--- src/rtl/instr_encoder.sv ---
// Encodes a small MIPS subset into 32-bit words and writes them sequentially
// into a 256-word instruction memory through a one-cycle write strobe.
module instr_encoder (
  input  logic        clk,
  input  logic        reset,
  input  logic        flush,
  input  logic        cmd_valid,
  output logic        cmd_ready,
  input  logic [3:0]  cmd_op,
  input  logic [4:0]  cmd_rs,
  input  logic [4:0]  cmd_rt,
  input  logic [4:0]  cmd_rd,
  input  logic [15:0] cmd_imm,
  output logic        mem_we,
  output logic [7:0]  mem_addr,
  output logic [31:0] mem_wdata,
  output logic [8:0]  count,
  output logic        full,
  output logic        err
);

  localparam int unsigned AW = 8;
  localparam int unsigned CW = 9;
  localparam int unsigned DEPTH = 256;

  localparam logic [3:0] OP_ADD = 4'd0;
  localparam logic [3:0] OP_SUB = 4'd1;
  localparam logic [3:0] OP_AND = 4'd2;
  localparam logic [3:0] OP_OR  = 4'd3;
  localparam logic [3:0] OP_SLT = 4'd4;
  localparam logic [3:0] OP_LW  = 4'd8;
  localparam logic [3:0] OP_SW  = 4'd9;
  localparam logic [3:0] OP_BEQ = 4'd10;

  typedef enum logic [1:0] {IDLE, ENC, WRITE, FULL} state_t;

  state_t          state_q, state_d;
  logic [AW-1:0]   ptr_q;
  logic [CW-1:0]   count_q;
  logic            op_ok_q;
  logic            accept;

  function automatic logic op_valid(input logic [3:0] op);
    case (op)
      OP_ADD, OP_SUB, OP_AND, OP_OR, OP_SLT, OP_LW, OP_SW, OP_BEQ: op_valid = 1'b1;
      default: op_valid = 1'b0;
    endcase
  endfunction

  // R-type carries the ALU function in funct; I-type carries a primary opcode.
  function automatic logic [31:0] encode(input logic [3:0] op, input logic [4:0] rs,
                                         input logic [4:0] rt, input logic [4:0] rd,
                                         input logic [15:0] imm);
    logic [5:0] funct;
    logic [5:0] opcode;
    funct  = 6'b000000;
    opcode = 6'b000000;
    encode = 32'd0;
    case (op)
      OP_ADD: funct = 6'b100000;
      OP_SUB: funct = 6'b100010;
      OP_AND: funct = 6'b100100;
      OP_OR:  funct = 6'b100101;
      OP_SLT: funct = 6'b101010;
      OP_LW:  opcode = 6'b100011;
      OP_SW:  opcode = 6'b101011;
      OP_BEQ: opcode = 6'b000100;
      default: ;
    endcase
    if (op[3])
      encode = {opcode, rs, rt, imm};
    else
      encode = {6'b000000, rs, rt, rd, 5'b00000, funct};
  endfunction

  always_ff @(posedge clk or posedge reset) begin
    if (reset) state_q <= IDLE;
    else       state_q <= state_d;
  end

  // Next state and strobes; flush overrides every transition.
  always_comb begin
    state_d   = state_q;
    cmd_ready = 1'b0;
    mem_we    = 1'b0;
    err       = 1'b0;
    case (state_q)
      IDLE: begin
        if (!flush) begin
          cmd_ready = 1'b1;
          if (cmd_valid) state_d = ENC;
        end
      end
      ENC: begin
        if (op_ok_q) begin
          state_d = WRITE;
        end else begin
          err     = !flush;
          state_d = IDLE;
        end
      end
      WRITE: begin
        mem_we  = !flush;
        state_d = (count_q == CW'(DEPTH - 1)) ? FULL : IDLE;
      end
      FULL: ;
      default: state_d = IDLE;
    endcase
    if (flush) state_d = IDLE;
  end

  assign accept = cmd_valid && cmd_ready;

  // Word and address are captured at accept so they stay stable through ENC and WRITE.
  always_ff @(posedge clk or posedge reset) begin
    if (reset) begin
      ptr_q     <= '0;
      count_q   <= '0;
      op_ok_q   <= 1'b0;
      mem_addr  <= '0;
      mem_wdata <= '0;
    end else if (flush) begin
      ptr_q    <= '0;
      count_q  <= '0;
      op_ok_q  <= 1'b0;
      mem_addr <= '0;
    end else begin
      if (accept) begin
        op_ok_q   <= op_valid(cmd_op);
        mem_wdata <= encode(cmd_op, cmd_rs, cmd_rt, cmd_rd, cmd_imm);
        mem_addr  <= ptr_q;
      end
      if (state_q == WRITE) begin
        ptr_q   <= ptr_q + AW'(1);
        count_q <= count_q + CW'(1);
      end
    end
  end

  assign count = count_q;
  assign full  = (count_q == CW'(DEPTH));

endmodule

--- config.mk ---
export PLATFORM = sky130hd
export DESIGN_NAME = instr_encoder
export DESIGN_NICKNAME = d
export VERILOG_FILES = /design/src/rtl/instr_encoder.sv
export SDC_FILE = /design/constraint.sdc
export NUM_CORES = 1
export LEC_CHECK = 0
export CAP_MARGIN = 20
export CORE_ASPECT_RATIO = 0.75
export CORE_UTILIZATION = 41
export CTS_CLUSTER_SIZE = 16
export DETAILED_ROUTE_END_ITERATION = 10
export HOLD_SLACK_MARGIN = 0.02
export PLACE_DENSITY = 0.74
export SETUP_SLACK_MARGIN = 0.02
export SLEW_MARGIN = 0
export SYNTH_ARGS = -nofsm -noshare
export SYNTH_HDL_FRONTEND = slang
export SYNTH_SLANG_ARGS = --single-unit
--- constraint.sdc ---
create_clock -name clk -period 2.28 [get_ports clk]
set_input_delay 0.342 -clock clk [delete_from_list [all_inputs] [get_ports clk]]
set_output_delay 0.342 -clock clk [all_outputs]
set_load 0.01 [all_outputs]
### After elaboration in Yosys (flattened, before gate mapping)

Memories as Yosys holds them, arrays and structs flattened.
Cells that the tools add are included.
Widths: inputs -> output; s select.

| storage, ports and cells | value |
|---|---|
| register bits | 60 |
| memory bits (read-only) | 16 |
| bits of input ports | 39 |
| output and inout bits | 53 |
| memories | 1 |

Memories:

| name | words | width | rd ports | clocked after memory_dff | write ports | line | source |
|---|---|---|---|---|---|---|---|
| (no name shown) | 16 | 1 | 1 | 0 | 0 | 44 | `case (op)` |

| operators by class | value |
|---|---|
| add/subtract/negate cells | 2 |
| eq/ne operators | 12 |
| mux-type cells | 21 |
| bitwise gates (word level) | 1 |
| reduce and logical (&&, ||, !) cells | 9 |

Operators with widths:

| cell | number |
|---|---|
| $mux 32 | 1 |
| $mux 8 | 4 |
| $pmux 6 s5 | 1 |
| $mux 9 | 2 |
| $pmux 6 s3 | 1 |
| $eq 4x4->1 const B | 3 |
| $add 9x1->9 const B | 1 |
| $eq 9x8->1 const B | 1 |
| $eq 9x9->1 const B | 1 |
| $add 8x1->8 const B | 1 |
| $eq 4x2->1 const B | 2 |
| $mux 2 | 4 |
| $mux 1 | 7 |
| $pmux 2 s3 | 1 |
| $eq 4x1->1 const B | 1 |
| $eq 4x3->1 const B | 1 |
| $logic_not 4->1 | 1 |
| $reduce_and 2->1 | 2 |
| $reduce_bool 2->1 | 2 |
| $reduce_bool 4->1 | 1 |
| $ne 3x3->1 const B | 1 |
| $eq 2x1->1 const B | 1 |
| $eq 2x2->1 const B | 1 |
| $logic_not 2->1 | 1 |
| other kinds (3) | 3 |

### Longest topological paths before layout

| depth | value |
|---|---|
| depth after elaboration | 5 |
| gate-level depth with buffers | 7 |

### Worst setup path after synthesis

Ideal clock, no wire load.

| timing path | value |
|---|---|
| path type | register to output |
| start | register count_q[0], in the netlist count[0] |
| end | output full |
| data arrival time | 1.402 ns |
| required time | 1.938 ns |
| slack | 0.536 ns |
| stages on the path, launching flop included | 5 |
| buffers on the path | 0 |
| path through | dfrtp_1 inv_1 ha_1 or4b_1 nor4b_2 |

| between the ends | value |
|---|---|
| cells in the longest elaborated chain, start to end | 1 |

Ends and longest elaborated chain:

| item | line | source |
|---|---|---|
| start, declared | 39 | `logic [CW-1:0] count_q;` |
| start signal, assigned | 135 | `count_q <= count_q + CW'(1);` |
| $eq 9x9->1 | 141 | `assign full = (count_q == CW'(DEPTH));` |
| end, declared | 18 | `output logic full,` |

No other way between the ends.

### Worst setup path in the final report

| timing path | value |
|---|---|
| start | register state_q[0] |
| end | output cmd_ready |

| between the ends | value |
|---|---|
| cells in the longest elaborated chain, start to end | 2 |

Ends and longest elaborated chain:

| item | line | source |
|---|---|---|
| start, declared | 37 | `state_t state_q, state_d;` |
| start signal, assigned | 78 | `else state_q <= state_d;` |
| $logic_not 2->1 | 87 | `case (state_q)` |
| $mux 1 | 87 |  |
| end, declared | 8 | `output logic cmd_ready,` |

No other way between the ends.

==> summary.txt <==
Timing
  – RSZ-0062 raised after global routing: true
  – Period minus WS final: 2.162 ns
  – Period utilization: 94.82%
  – Fmax: 462.6 MHz
  – Least-Margin Pin Slew: 0.6022 ns
  – Rel. slew slack: 59.79%
  – Hold Fails Final Rpt: 0
  – Count of pins over their slew limit: 0
  – Final setup TNS: 0 ns
  – Skew final: 0.005009 ns
  – Endpoints failing setup: 0

Worst setup path
  – Critical-path top delay cell: clkdlybuf4s50_1
  – CP startpoint kind: flop
  – Critical path arrival: 1.82 ns
  – Buf/Inv on CP: 2
  – Crit path from: state_q[0]
  – CP endpoint kind: output port
  – Max incr delay on CP: 0.56 ns
  – Critical path cell sequence: inv_1, ha_1, nor2b_2, clkdlybuf4s50_1
  – Worst path required time: 1.94 ns
  – Top delay family on crit path: buffers and inverters
  – Reg-to-reg endpoint: ptr_q[6]
  – Reg-to-reg slack, setup: 0.56 ns
  – Critical path class: flop to output port
  – Worst Reg-to-Reg Cells: 6
  – Max Fanout on Critical Path: 5
  – Reg2reg start: state_q[0]

Power and ir drop
  – Pwr Total: 3578 uW
  – Power per cell area: 913.8 nW/um^2
  – Pleak: 0.001691 uW
  – Worst IR Drop VDD: 0.5529 mV

Final layout
  – Area delta synth->final: 44.59%
  – Nets@finish: 403
  – Commonest non-fill, non-tap cells in the layout: clkdlybuf4s50_1 (89), dfrtp_1 (57), nand2_1 (47)
  – Commonest non-fill, non-tap cell in the layout: clkdlybuf4s50_1
  – FILL cells: 559
  – ANT cells: 0
  – Layout cells sized above 1: 12.15%

Synth
  – Mapped Nets: 311
  – Post-Synthesis Cells: 265
  – Post-synth top flop: dfrtp_1
  – Distinct cells, synth: 39
  – YS warnings: 0
  – Post-synth top area share: 52.68%
  – EDFF count, synth: 0
  – #FFs+latches synth: 57
  – Synth Cell Area: 2708 sq um
  – Syn Area/Cell: 10.22 sq um
  – Fraction of registers with async set/reset: 100.0%
  – Seq/Total Area, Yosys: 52.68%
  – Largest area contributor in the netlist: dfrtp_1
  – Synth top area cells: dfrtp_1 (53%), nand2_1 (6.5%), o21ai_0 (4.4%)

Clocking
  – Root Buffer: clkbuf_8
  – Worst-Skew Late Latency: 0.33 ns
  – Hold buffers post-CTS: 0
  – Clk pin slew, worst setup/hold paths: 0.07 ns
  – Setup repair bufs after CTS: 0
  – CTS tree: built
  – Clock Tree Buf Depth: 2
  – Total CTS buffers: 9
  – H-tree lvl count: 3
  – Clock sink count: 57

Floorplan
  – Die area: 6936 sq um
  – Std-Cell Rows: 25
  – Die height: 72.38 microns
  – Core Region: 6350 sq um
  – Chip Width: 95.84 microns
  – Initial Util: 42.64%
  – # IOs: 92

Route
  – Routed WL: 6117 microns
  – Drt first-iter violations: 81
  – DR vias: 2,188
  – DRC violations left: 0
  – Via density: 4.939
  – Post-route ant nets: 0
  – Avg WL per Cell: 13.81 microns
  – Drt first pass iters: 4

Placement
  – Routability cong.: 0.8021
  – Port bufs: 90
  – Hpwl dp: 4440 microns

GRT
  – GRT Overall Usage: 19.14%
  – First-pass GRT wire length: 9998 microns
  – GRT overflow: 0
  – Vias in the first global route: 2,118
  – Largest net degree at the start of global routing: 48
  – Initial antenna violation count: 0

Run status
  – Outcome: finished clean

Hold path
  – Worst min path class: input port to asynchronous set/reset pin

Run
  – Max cap viols: 0
[synth_stat cells (all sizes together) (2+ instances only)]
library cell	instances
a211oi	2
a21oi	21
buf	14
clkbuf	4
dfrtp	57
ha	7
inv	8
mux2	12
mux2i	8
nand2	47
nand2b	2
nand3	3
nand4	7
nor2	15
nor2b	2
nor3b	2
nor4b	3
o21ai	24
or3	6
xnor2	2
xor2	7
[routing by layer]
metal  GRT usage [%]  vias up  part of all wire [%]
met4           8.789        0                   1.5
met5               0        -                     0
met1           26.24     1032                    47
met3           5.241       10                   5.0
li1                -     1084                     -
met2           28.25       62                    46
[layout make-up]
class | instances | area, sq um | share of cell area (%)
Multi-Input combinational cell | 182 | 1149 | 29.34
Inverter | 8 | 30.03 | 0.7670
Clock inverter | 5 | 78.83 | 2.013
Clock buffer | 11 | 141.4 | 3.611
Sequential cell | 57 | 1426 | 36.43
Tap cell | 81 | 101.3 | 2.589
Timing Repair Buffer | 99 | 988.4 | 25.25
[metrics by stage]
step	worst slack, ns	cell area, sq um	hold slack [ns]	std cells	util (%)
finish	0.1182	3915	0.4008	443	61.66
global route	0.006434	3915	0.4743	443	61.66
CTS	0.04975	3916	0.4090	443	61.67
detailed placement	0.1406	3697	0.4700	427	58.23
global placement	0.1716	3697	0.4612	427	58.23
floorplan	0.5359	2708	0.4868	265	-
[state kept, by name (all words and copies together), names as in the netlist]
name,count
mem_wdata,29
count,9
mem_addr,8
ptr_q,8
state_q,2
op_ok_q,1
[what timing repair did]
| item | CTS | global route |
|---|---|---|
| endpoints found under the setup margin | 1 | 2 |
| pin swaps | 0 | 0 |
| gates resized for setup | 1 | 3 |
[how the worst max path moves through the flow]
stage | to | depth (start not counted)
finish | cmd_ready | 4
global route | cmd_ready | 4
CTS | full | 5
detailed placement | full | 5
global placement | full | 5
floorplan | count[0] | 1
[cells by family after synthesis]
logic type / Yosys count / share of synthesized area, %
flops: 57 / 52.68
xor+xnor: 9 / 2.911
buf+inv: 26 / 4.991
compound gates: 51 / 10.35
fa+ha+maj: 7 / 3.235
other cells: 1 / 0.1385
simple gates: 94 / 17.19
mux: 20 / 8.503
[power by group]
| group | total, uW | switching (uW) | internal (uW) | leakage [uW] |
|---|---|---|---|---|
| clock network | 1040 | 402 | 643 | 0.000113 |
| logic | 1150 | 476 | 678 | 0.000827 |
| registers | 1380 | 136 | 1240 | 0.000751 |
No activity file was read; power rests on OpenSTA's default activity.
